$ cat src/rtl/mem_stage_if.sv
// mem_stage_if: load/store request bus between the MEM stage and data memory.
// The stage is the master; the memory (or its model) is the slave.
interface mem_stage_if;
    logic        mem_req_o;
    logic        mem_we_o;
    logic [31:0] mem_addr_o;
    logic [31:0] mem_wdata_o;
    logic        mem_ack_i;
    logic [31:0] mem_rdata_i;

    modport master (
        output mem_req_o,
        output mem_we_o,
        output mem_addr_o,
        output mem_wdata_o,
        input  mem_ack_i,
        input  mem_rdata_i
    );

    modport slave (
        input  mem_req_o,
        input  mem_we_o,
        input  mem_addr_o,
        input  mem_wdata_o,
        output mem_ack_i,
        output mem_rdata_i
    );
endinterface

$ cat src/rtl/mem_stage.sv
// mem_stage: memory-access stage with req/ack data port, timeout abort and
// MEM/WB register. Optional MISALIGN_TRAP_EN suppresses misaligned accesses.
module mem_stage #(
    parameter int TIMEOUT = 16,
    parameter int CNT_W   = 8
) (
    input  logic        clk_i,
    input  logic        rst_i,
    input  logic        MemRead_i,
    input  logic        MemWrite_i,
    input  logic [1:0]  Control_i,
    input  logic [31:0] ALU_i,
    input  logic [31:0] RS2data_i,
    input  logic [4:0]  RDaddr_i,
    mem_stage_if.master mem,
    output logic        stall_o,
    output logic        err_o,
`ifdef MISALIGN_TRAP_EN
    output logic        misalign_o,
`endif
    output logic        RegWrite_o,
    output logic        MemtoReg_o,
    output logic [31:0] ALU_o,
    output logic [31:0] MemData_o,
    output logic [4:0]  RDaddr_o
);

    localparam logic [0:0] IDLE = 1'b0;
    localparam logic [0:0] BUSY = 1'b1;

    logic [0:0]       state;
    logic [CNT_W-1:0] cnt;
    logic             acc;
    logic             mis;
    logic             eacc;
    logic             req;
    logic             ack;
    logic             done;
    logic             tmo;
    logic             stall;

    assign acc = MemRead_i | MemWrite_i;

`ifdef MISALIGN_TRAP_EN
    assign mis = acc & (ALU_i[1:0] != 2'b00) & (state == IDLE);
`else
    assign mis = 1'b0;
`endif

    assign eacc  = acc & ~mis;
    assign req   = ~rst_i & ((state == BUSY) | eacc);
    assign ack   = mem.mem_ack_i;
    assign done  = req & ack;
    assign tmo   = (state == BUSY) & (cnt == CNT_W'(TIMEOUT - 1)) & ~ack;
    assign stall = req & ~ack & ~tmo;

    assign mem.mem_req_o   = req;
    assign mem.mem_we_o    = ~rst_i & MemWrite_i;
    assign mem.mem_addr_o  = rst_i ? 32'h0 : {ALU_i[31:2], 2'b00};
    assign mem.mem_wdata_o = rst_i ? 32'h0 : RS2data_i;
    assign stall_o         = stall;

    // Access FSM: track an outstanding request, count wait cycles, flag timeouts.
    always_ff @(posedge clk_i or posedge rst_i) begin
        if (rst_i) begin
            state <= IDLE;
            cnt   <= '0;
            err_o <= 1'b0;
        end else begin
            case (state)
                IDLE: begin
                    if (eacc & ~ack) begin
                        state <= BUSY;
                        cnt   <= CNT_W'(1);
                    end
                end
                BUSY: begin
                    if (ack) begin
                        state <= IDLE;
                        cnt   <= '0;
                    end else if (tmo) begin
                        state <= IDLE;
                        cnt   <= '0;
                        err_o <= 1'b1;
                    end else begin
                        cnt <= cnt + CNT_W'(1);
                    end
                end
                default: begin
                    state <= IDLE;
                    cnt   <= '0;
                end
            endcase
        end
    end

    // MEM/WB register: bubble while stalled, zero load data on abandon.
    always_ff @(posedge clk_i or posedge rst_i) begin
        if (rst_i) begin
            RegWrite_o <= 1'b0;
            MemtoReg_o <= 1'b0;
            ALU_o      <= 32'h0;
            MemData_o  <= 32'h0;
            RDaddr_o   <= 5'h0;
        end else if (tmo) begin
            RegWrite_o <= 1'b0;
            MemData_o  <= 32'h0;
        end else if (stall | mis) begin
            RegWrite_o <= 1'b0;
        end else begin
            RegWrite_o <= Control_i[0];
            MemtoReg_o <= Control_i[1];
            ALU_o      <= ALU_i;
            RDaddr_o   <= RDaddr_i;
            if (done & ~MemWrite_i) begin
                MemData_o <= mem.mem_rdata_i;
            end
        end
    end

`ifdef MISALIGN_TRAP_EN
    // One-cycle pulse for each suppressed misaligned access.
    always_ff @(posedge clk_i or posedge rst_i) begin
        if (rst_i) begin
            misalign_o <= 1'b0;
        end else begin
            misalign_o <= mis;
        end
    end
`endif

endmodule

$ cat src/flat_wrapper.sv
// flat-port wrapper written by rule: the top's interface ports become plain ports
module mem_stage_flat 
#(
    parameter int TIMEOUT = 16,
    parameter int CNT_W   = 8
)
  (clk_i, rst_i, MemRead_i, MemWrite_i, Control_i, ALU_i, RS2data_i, RDaddr_i, stall_o, err_o, RegWrite_o, MemtoReg_o, ALU_o, MemData_o, RDaddr_o, mem_mem_req_o, mem_mem_we_o, mem_mem_addr_o, mem_mem_wdata_o, mem_mem_ack_i, mem_mem_rdata_i);
  mem_stage_if mem_i ();
  input  logic clk_i;
  input  logic rst_i;
  input  logic MemRead_i;
  input  logic MemWrite_i;
  input  logic [1:0] Control_i;
  input  logic [31:0] ALU_i;
  input  logic [31:0] RS2data_i;
  input  logic [4:0] RDaddr_i;
  output logic stall_o;
  output logic err_o;
  output logic RegWrite_o;
  output logic MemtoReg_o;
  output logic [31:0] ALU_o;
  output logic [31:0] MemData_o;
  output logic [4:0] RDaddr_o;
  output wire logic [$bits(mem_i.mem_req_o)-1:0] mem_mem_req_o;
  output wire logic [$bits(mem_i.mem_we_o)-1:0] mem_mem_we_o;
  output wire logic [$bits(mem_i.mem_addr_o)-1:0] mem_mem_addr_o;
  output wire logic [$bits(mem_i.mem_wdata_o)-1:0] mem_mem_wdata_o;
  input wire logic [$bits(mem_i.mem_ack_i)-1:0] mem_mem_ack_i;
  input wire logic [$bits(mem_i.mem_rdata_i)-1:0] mem_mem_rdata_i;
  assign mem_mem_req_o = mem_i.mem_req_o;
  assign mem_mem_we_o = mem_i.mem_we_o;
  assign mem_mem_addr_o = mem_i.mem_addr_o;
  assign mem_mem_wdata_o = mem_i.mem_wdata_o;
  assign mem_i.mem_ack_i = mem_mem_ack_i;
  assign mem_i.mem_rdata_i = mem_mem_rdata_i;
  mem_stage #(.TIMEOUT(TIMEOUT), .CNT_W(CNT_W)) u_core (.clk_i(clk_i), .rst_i(rst_i), .MemRead_i(MemRead_i), .MemWrite_i(MemWrite_i), .Control_i(Control_i), .ALU_i(ALU_i), .RS2data_i(RS2data_i), .RDaddr_i(RDaddr_i), .mem(mem_i), .stall_o(stall_o), .err_o(err_o), .RegWrite_o(RegWrite_o), .MemtoReg_o(MemtoReg_o), .ALU_o(ALU_o), .MemData_o(MemData_o), .RDaddr_o(RDaddr_o));
endmodule
$ cat config.mk
export PLATFORM = sky130hd
export DESIGN_NAME = mem_stage_flat
export DESIGN_NICKNAME = d
export VERILOG_FILES = /design/src/rtl/mem_stage_if.sv /design/src/rtl/mem_stage.sv /design/src/flat_wrapper.sv
export SDC_FILE = /design/constraint.sdc
export NUM_CORES = 1
export LEC_CHECK = 0
export CORE_UTILIZATION = 36
export DETAILED_ROUTE_END_ITERATION = 16
export GPL_ROUTABILITY_DRIVEN = 0
export HOLD_SLACK_MARGIN = 0.15
export MAX_ROUTING_LAYER = met4
export PLACE_DENSITY = 0.87
export SETUP_SLACK_MARGIN = 0.3
export SYNTH_ARGS = -nofsm -noshare
export SYNTH_HDL_FRONTEND = slang
export SYNTH_SLANG_ARGS = --single-unit
$ cat constraint.sdc
create_clock -name clk_i -period 4.4 [get_ports clk_i]
set_input_delay 0.88 -clock clk_i [delete_from_list [all_inputs] [get_ports clk_i]]
set_output_delay 0.88 -clock clk_i [all_outputs]
set_load 0.05 [all_outputs]
# After elaboration in Yosys (flattened, before gate mapping)
# Index checks and enable logic that the tools add are counted.
# word_totals
word_cells,48
reg_bits,81
# classes
mux,15
bitwise,17
n_addsub,1
n_eq_ne,3
n_reduce_logical,4
# op_table
cell,n
$mux 32,5
$mux 8,3
$pmux 8 s2,1
$and 1x1->1,9
$add 8x1->8 const B,1
$eq 8x4->1 const B,1
$not 1->1,6
$mux 1,5
$ne 2x1->1 const B,2
$reduce_and 2->1,2
$reduce_and 3->1,1
$or 1x1->1,2
$pmux 1 s2,1
$reduce_bool 2->1,1

# Logic depth before layout (Yosys ltp)
# Gate-level depths: netlist of run 1.
# logic_depth
word_depth,8
mapped_depth,7
mapped_depth_nobuf,5

# Worst setup path before layout of run 1
# OpenSTA, ideal clock, no wires.
# synth_path
path_kind,input to output
start,input MemWrite_i
end,output stall_o
path_slack_ns,1.508
path_buffers,0
cell_stages,4
arrival_ns,2.012
required_time_ns,3.520
cell_sequence,nor3_1 -> or2_4 -> inv_1 -> and3_1
# synth_via
elab_chain_len,5
# synth_rtl
item,line_no,source
start: declaration,flat_wrapper.sv:12,input logic MemWrite_i;
$or 1x1->1,mem_stage.sv:42,assign acc = MemRead_i | MemWrite_i;
$or 1x1->1,mem_stage.sv:51,assign req = ~rst_i & ((state == BUSY) | eacc);
$and 1x1->1,mem_stage.sv:51,
via mem_mem_req_o,flat_wrapper.sv:24,output wire logic [$bits(mem_i.mem_req_o)-1:0] mem_mem_req_o;
$and 1x1->1 (2 in series),mem_stage.sv:55,assign stall = req & ~ack & ~tmo;
end: declaration,flat_wrapper.sv:17,output logic stall_o;
# The timed path passes the listed nets, and every way through them passes these cells.

# Final worst setup path of run 1
# layout_path
start,input MemWrite_i
end,output stall_o
# layout_via
elab_chain_len,5
# layout_rtl
item,line_no
$or 1x1->1,mem_stage.sv:42
$or 1x1->1,mem_stage.sv:51
$and 1x1->1,mem_stage.sv:51
$and 1x1->1 (2 in series),mem_stage.sv:55
# No other way between the ends.

==> results.md, run 1 <==
Drt:
- The total vias in the final route is 3138.
- The starting DRC count in detailed routing is 63.
- Once detail routing completed, the nets flagged for antenna violations numbered 0.
- The routed design has 11100 µm of wire.
- The detailed-route DRC error count is 0.
- The average wire length per cell after detail routing is 16.6 µm.
- The number of detailed-routing iterations run before antenna repair is 4.
- Dividing the detail-routed via count by the number of cells gives 4.70.

Layout:
- The share of layout cells above drive strength 1 is 0.114.
- The non-filler instance count after layout is 667.
- The count of nets after finishing is 638.
- The repair_antennas step left the layout with diodes totalling 0.
- The most common cell after layout, fill and taps aside is clkdlybuf4s50_1.
- The fill cell instance count of the final layout is 748.
- In the layout the commonest cells are 243 x clkdlybuf4s50_1, 81 x dfrtp_1, 64 x nor2b_1.
- Compared with the post-synthesis result, the final layout area differs by 75.5%.

Worst setup path:
- The critical path's slowest cell is clkdlybuf4s50_1.
- Counting stages on the worst path, the most repeated cell is clkdlybuf4s50_1.
- For this run, the slowest stage of the critical path takes 0.80 ns.
- The number of buffer and inverter stages on the critical path is 3.
- Traced cell by cell, the critical path runs through clkdlybuf4s50_1 -> nor3_1 -> or2_4 -> inv_1 -> and3_1 -> clkdlybuf4s50_1.
- The largest fanout on the critical path is 4.
- The critical path startpoint category is a primary input.
- At the worst endpoint, the required time is 3.52 ns.
- STA classifies the critical path endpoint as a primary output.
- The endpoint arrival time on the critical path is 2.78 ns.
- The critical path start-end classification is primary input to primary output.
- The family with the most delay on the worst path is buffers and inverters.

Floorplanning:
- The initial core utilization is 0.370.
- After floorplanning, the core was sized to cover 9770 µm².
- The die outline height is 102 µm.
- From left edge to right edge, the die measures 102 µm.
- The floorplan has 36 rows.
- In this run the count of I/O pins placed on the die edge is 247.
- The full die area is 10400 µm².

CTS:
- TritonCTS created 9 clock buffers.
- The post-cts repair resize count is 0.
- For the worst-skew pair, the clock arrives at the later sink with an insertion delay of 0.35 ns.
- The number of H-tree levels is 3.
- The number of buffers inserted to repair setup after CTS is 0.
- For this design, the CTS-stage hold fixing added 0 buffers.
- The root buffer cell is clkbuf_8.
- The clock drives 81 sinks.
- The maximum number of buffers from clock root to sink is 2.
- TritonCTS built the clock tree.
- Clock-pin slew was measured on the worst setup and hold paths at 0.08 ns.

Synthesis:
- The synthesis-stage register bit count is 81.
- The async set or reset register ratio after synthesis is 1.00.
- The post-synthesis cell area is 3610 µm².
- The sequential cell area fraction in the yosys report is 0.561.
- Dividing the synthesized area by the synthesized cell count gives 12.5 µm².
- The most used flip-flop cell after synthesis is dfrtp_1.
- The synthesized netlist contains 36 unique library cells.
- The number of instances in the synthesized netlist is 289.
- The number of synthesized flops with an enable pin is 0.
- Yosys printed 0 warnings.

Pwr:
- Of the total power, the share spent switching nets is 0.387.
- The internal portion of the total power is 1510 µW.
- The power per cell area is 389 nW/µm².
- Summed over all nets, the switching power comes to 957 µW.
- The largest vdd supply drop is 0.297 mV.
- Summed over all cells, the static leakage comes to 0.00259 µW.
- The sequential fraction of design power is 0.368.
- Of the total power, the clock network draws 0.222.
- The share of total power dissipated in combinational logic is 0.409.

GRT:
- The largest net degree at the start of global routing is 51.
- The number of antenna violations at the first check in global routing is 0.
- The first global-routing pass estimated 16000 µm of wire.
- The number of global-route vias before repair is 3285.
- Across every metal layer, demand over resource in global routing totals 0.211.
- The total global routing overflow is 0.

STA:
- Counting I/O delays and the setup requirement, the final critical path takes 3.66 ns.
- Setup repair after global routing left no endpoint under its margin.
- The max-slew violation count is 0.
- Setup violations remaining at the end of the flow were counted as 0.
- The clock skew after layout is 0.00825 ns.
- The worst pin sits at a relative slew slack of 0.428.
- Adding up every negative setup slack in the final design gives 0 ns.
- Of the available clock period, the critical path in the final layout requires 0.832.
- The slew at the pin closest to its max-slew limit is 0.857 ns.
- Final hold analysis gives a worst-case slack of 0.478 ns.
- The number of failing hold endpoints at the final stage is 0.
- The fmax is 273 MHz.

Placement:
- Once detailed placement completed, the half-perimeter wirelength came to 8500 µm.
- The instance count after placement with tap cells included is 651.
- Input and output buffers added on the ports amount to 244.

Min path:
- The path class of the tightest hold or removal check is register to register.

Outcome:
- The flow ran to the end, and the final reports show no timing, DRC or antenna violations.

Run:
- The count of maximum capacitance violations is 0.
==> Yosys cell counts, types with 2 or more instances <==
| cell | number | area share |
|---|---|---|
| a21oi_1 | 2 | 0.0028 |
| a22o_1 | 33 | 0.080 |
| buf_2 | 3 | 0.0042 |
| buf_4 | 5 | 0.010 |
| buf_6 | 2 | 0.0062 |
| clkbuf_1 | 10 | 0.010 |
| dfrtp_1 | 81 | 0.56 |
| inv_1 | 5 | 0.0052 |
| mux2_1 | 9 | 0.028 |
| mux2_2 | 29 | 0.090 |
| nand2_1 | 6 | 0.0062 |
| nand3_1 | 4 | 0.0055 |
| nor2_1 | 3 | 0.0031 |
| nor2b_1 | 64 | 0.11 |
| nor3_1 | 3 | 0.0042 |
| o21ai_0 | 8 | 0.011 |
| o21ba_2 | 3 | 0.0083 |
==> per-layer routing <==
metal | share of wire | up-vias | routed length, µm | GRT usage
li1 | - | 1484 | - | -
met1 | 0.39 | 1488 | 4330 | 0.230
met2 | 0.52 | 151 | 5790 | 0.375
met3 | 0.070 | 15 | 782 | 0.0431
met4 | 0.017 | 0 | 189 | 0.0868
met5 | 0 | - | 0 | -
==> state kept, by name, summed over array words and instances (netlist names) <==
register / flops
u_core.MemtoReg_o: 1
u_core.RDaddr_o: 5
u_core.err_o: 1
u_core.ALU_o: 32
u_core.cnt: 8
u_core.MemData_o: 32
u_core.state: 1
u_core.RegWrite_o: 1
==> power by group through the flow <==
| stage | Sequential, µW | Clock (µW) | Combinational [µW] |
|---|---|---|---|
| floorplan | 1250 | 0 | 288 |
| global placement | 918 | 0 | 1000 |
| detailed placement | 919 | 0 | 1020 |
| CTS | 910 | 574 | 1020 |
| global route | 923 | 605 | 1050 |
| finish | 910 | 550 | 1010 |
==> worst reg2reg max path: cells and delay by family (launching register included) <==
family                   cells  cell delay (ns)
multiplexers                 1             0.43
AO/OA/AOI/OAI                1             0.14
adder cells (fa/ha/maj)      1             0.23
buffers and inverters        1             0.45
flip-flops                   1             0.41
AND/OR/NAND/NOR              2             0.42
==> path summary, 6_finish.rpt <==
check | start | endpoint | slack (ns) | cells after the start
setup reg to reg | u_core.cnt[0] | u_core.ALU_o[13] | 2.20 | 6
min in group asynchronous | rst_i | u_core.cnt[7] | 0.86 | 2
max in group asynchronous | rst_i | u_core.ALU_o[26] | 2.64 | 3
hold / removal | u_core.err_o | u_core.err_o | 0.48 | 1
setup / recovery | MemWrite_i | stall_o | 0.74 | 6
hold reg to reg | u_core.err_o | u_core.err_o | 0.48 | 1
==> stage by stage <==
step	power [µW]	worst slack (ns)	area, µm²	util
after detailed placement	1940	0.741	6140	0.628
after CTS	2500	0.736	6340	0.649
after global placement	1920	0.763	6140	0.628
after global routing	2580	0.632	6340	0.649
final	2470	0.738	6340	0.649
after floorplan	1540	1.03	3620	-
==> area by class of cell <==
type / instances / area [µm²] / area share
repair buffers: 248 / 2470 / 0.389
flip-flops and latches: 81 / 2030 / 0.319
multi-input cells: 183 / 1460 / 0.230
well taps: 133 / 166 / 0.0262
clock buffers: 10 / 138 / 0.0217
clock inverters: 6 / 66.3 / 0.0105
inverters: 6 / 23.8 / 0.00375
==> cells by family after synthesis <==
| group | Yosys count | synth area share |
|---|---|---|
| and+or+nand+nor | 88 | 0.156 |
| DFF | 81 | 0.561 |
| AOI/OAI and AO/OA | 52 | 0.118 |
| muxes | 38 | 0.118 |
| buffers and inverters | 26 | 0.0374 |
| xor gates and xnor gates | 2 | 0.00485 |
| adders and majority gates | 1 | 0.00346 |
| other | 1 | 0.00104 |
No activity file was read; power rests on OpenSTA's default activity.
==> run 2: changes to the inputs <==
==> constraint.sdc (replaced) <==
create_clock -name clk_i -period 3.8 [get_ports clk_i]
set_input_delay 0.76 -clock clk_i [delete_from_list [all_inputs] [get_ports clk_i]]
set_output_delay 0.76 -clock clk_i [all_outputs]
set_load 0.05 [all_outputs]
==> results.md, run 2 (same netlist as run 1, synthesis figures left out) <==
GRT:
- The global-route wire length before repair came to 16000 µm (about the same).
- The overall track demand over capacity in global routing came to 0.210 (-0.00138).
- The number of global-route vias before repair is 3144 (-4.3%).
- The total global routing overflow was 0 (unchanged).
- The largest net degree at the start of global routing is 66 (+29%).
- The number of antenna violations at the first check in global routing is 0 (unchanged).

Worst setup path:
- The category of the worst setup path capture point is a primary output.
- The critical path startpoint category is a primary input.
- The number of buffer and inverter stages on the critical path is 3 (unchanged).
- The cell depth of the worst setup path came to 5 (-1).
- The cell repeated most along the worst path is clkdlybuf4s50_1.
- The cell count of the worst reg-to-reg path is 6 (unchanged).
- The critical path data required time is 3.04 ns (-0.48 ns).
- The endpoint arrival time on the critical path is 2.53 ns (-0.25 ns).
- The critical path's slowest cell is clkdlybuf4s50_1.
- The launch point of the worst path is MemWrite_i.
- The startpoint identified for the worst register-to-register timing path is u_core.cnt[0].
- The register-to-register setup slack is 1.61 ns (-0.59 ns).
- The family with the most delay on the worst path is buffers and inverters.
- The critical path start-end classification is primary input to primary output.
- The biggest cell delay along the critical path is 0.80 ns (about the same).
- The largest fanout on the critical path is 4 (unchanged).
- The timing endpoint of the critical path is mem_mem_req_o.
- The critical register-to-register path endpoint is u_core.ALU_o[10].
- Traced cell by cell, the critical path runs through clkdlybuf4s50_1 -> nor3_1 -> or2_4 -> inv_1 -> clkdlybuf4s50_1.

STA:
- The number of failing setup endpoints in the final timing report came to 0 (unchanged).
- Counting I/O delays and the setup requirement, the final critical path takes 3.29 ns.
- The max-slew violation count is 0 (unchanged).
- The smallest setup slack after layout is 0.512 ns (-0.225 ns).
- Derived from the worst setup path, the maximum achievable clock frequency is 304 MHz.
- The slew at the pin closest to its max-slew limit is 0.747 ns (-0.110 ns).
- Setup repair after global routing left no endpoint under its margin.
- The number of failing hold endpoints at the final stage came to 0 (unchanged).
- The clock skew after layout is 0.0105 ns (+0.00225 ns).
- Of the available clock period, the critical path in the final layout requires 0.865.
- The total negative slack was 0 ns (unchanged).
- The relative slew slack is 0.501 (+0.0734).

Layout:
- In the layout the commonest cells are 242 x clkdlybuf4s50_1, 81 x dfrtp_1, 64 x nor2b_1.
- Relative to the synthesized area, the layout overhead comes to 75.9%.
- The most common cell after layout, fill and taps aside is clkdlybuf4s50_1.
- The post-route cell area came to 6360 µm² (+0.20%).
- The share of layout cells above drive strength 1 was 0.114 (unchanged).
- The antenna diode count is 0 (unchanged).
- The largest registers in the layout are u_core.ALU_o (32), u_core.MemData_o (32), u_core.cnt (8).
- The final design utilization is 0.650 (+0.00128).
- The count of nets after finishing is 638 (unchanged).

Floorplanning:
- The full die area was 10400 µm² (unchanged).
- The number of primary I/O pins is 247 (unchanged).
- The area inside the core boundary came to 9770 µm² (unchanged).
- The die outline height is 102 µm (unchanged).
- The initial core utilization is 0.370 (unchanged).
- The die width is 102 µm (unchanged).
- The number of placement rows is 36 (unchanged).

Placement:
- The worst setup slack before clock tree synthesis is 0.361 ns (-0.380 ns).
- The half-perimeter wire length after detailed placement is 8180 µm (-3.7%).
- The standard cell area after detailed placement is 6150 µm² (+0.20%).
- The quantity of I/O buffers inserted on ports is 244 (unchanged).

Drt:
- The number of detailed-routing iterations run before antenna repair is 4 (unchanged).
- The average wire length per cell after detail routing is 16.4 µm (-1.2%).
- The starting DRC count in detailed routing is 46 (-27%).
- The post-detailed-route via-to-cell ratio came to 4.74 (+0.83%).
- The total vias in the final route is 3164 (+0.83%).
- The number of nets with antenna violations after routing is 0 (unchanged).
- The total wirelength of the detailed-routed design came to 11000 µm (-1.2%).
- The detailed-route DRC error count is 0 (unchanged).

CTS:
- Clock tree synthesis selected as its root buffer the cell clkbuf_8.
- The hold buffer count at cts is 0 (unchanged).
- The number of clock sinks is 81 (unchanged).
- The number of buffers inserted to repair setup after CTS is 0 (unchanged).
- The CTS buffer count is 9 (unchanged).
- TritonCTS built the clock tree.
- The insertion delay of the later-clocked pin in the worst-skew pair is 0.35 ns (about the same).
- The number of H-tree levels is 3 (unchanged).
- The clock transition at the registers of the reported paths is 0.09 ns (about the same).
- The post-cts repair resize count is 0 (unchanged).
- The maximum number of buffers from clock root to sink is 2 (unchanged).

Min path:
- The worst hold path belongs to the class register to register.

Outcome:
- The run finished with clean final reports.

Pwr:
- The total design power is 2870 µW (+16%).
- The power per cell area is 451 nW/µm² (+16%).
- The largest vdd supply drop is 0.317 mV (+6.4%).
- The leakage dissipation is 0.00261 µW (+0.95%).

Run:
- The count of maximum capacitance violations is 0 (unchanged).
==> run 2: cell types whose count changed in the layout (fill, tap and decap cells not counted), sizes merged <==
cell and change:
clkinv +2, inv +1, clkbuf -1, dlymetal6s2s +1, clkdlybuf4s50 -1, clkinvlp -2
==> run 2: worst min path at each step <==
stage / from / to / slack [ns] / cells past startpoint
after CTS: u_core.err_o / u_core.err_o / 0.50 / 1
final: u_core.err_o / u_core.err_o / 0.49 / 1
after detailed placement: u_core.err_o / u_core.err_o / 0.47 / 1
after floorplan: u_core.cnt[6] / u_core.cnt[6] / 0.47 / 2
after global placement: u_core.err_o / u_core.err_o / 0.47 / 1
after global routing: u_core.RDaddr_o[0] / u_core.RDaddr_o[0] / 0.52 / 1
==> run 2: final cells by class <==
class                           count  area [µm²]
Sequential cell                    81        2030
Multi-Input combinational cell    183        1460
Inverter                            6        23.8
Fill cell                         757        3420
Tap cell                          133         166
Clock buffer                        9         124
Clock inverter                      7        77.6
Timing Repair Buffer              248        2480
==> run 2: stage by stage <==
stage / std cells / hold WS [ns]
floorplan: 290 / 0.472
global placement: 651 / 0.466
detailed placement: 651 / 0.471
CTS: 667 / 0.496
global route: 667 / 0.523
finish: 667 / 0.492
==> run 2: routing by layer <==
metal | track usage | share of wire | up-vias
met2 | 0.368 | 0.52 | 162
met1 | 0.235 | 0.39 | 1506
li1 | - | - | 1483
met5 | - | 0 | -
met3 | 0.0499 | 0.084 | 13
met4 | 0.0714 | 0.012 | 0
==> run 2: where the power goes <==
part           switching (µW)  internal, µW
Sequential               75.1           979
Clock                     330           309
Combinational             722           452
Total                    1130          1740
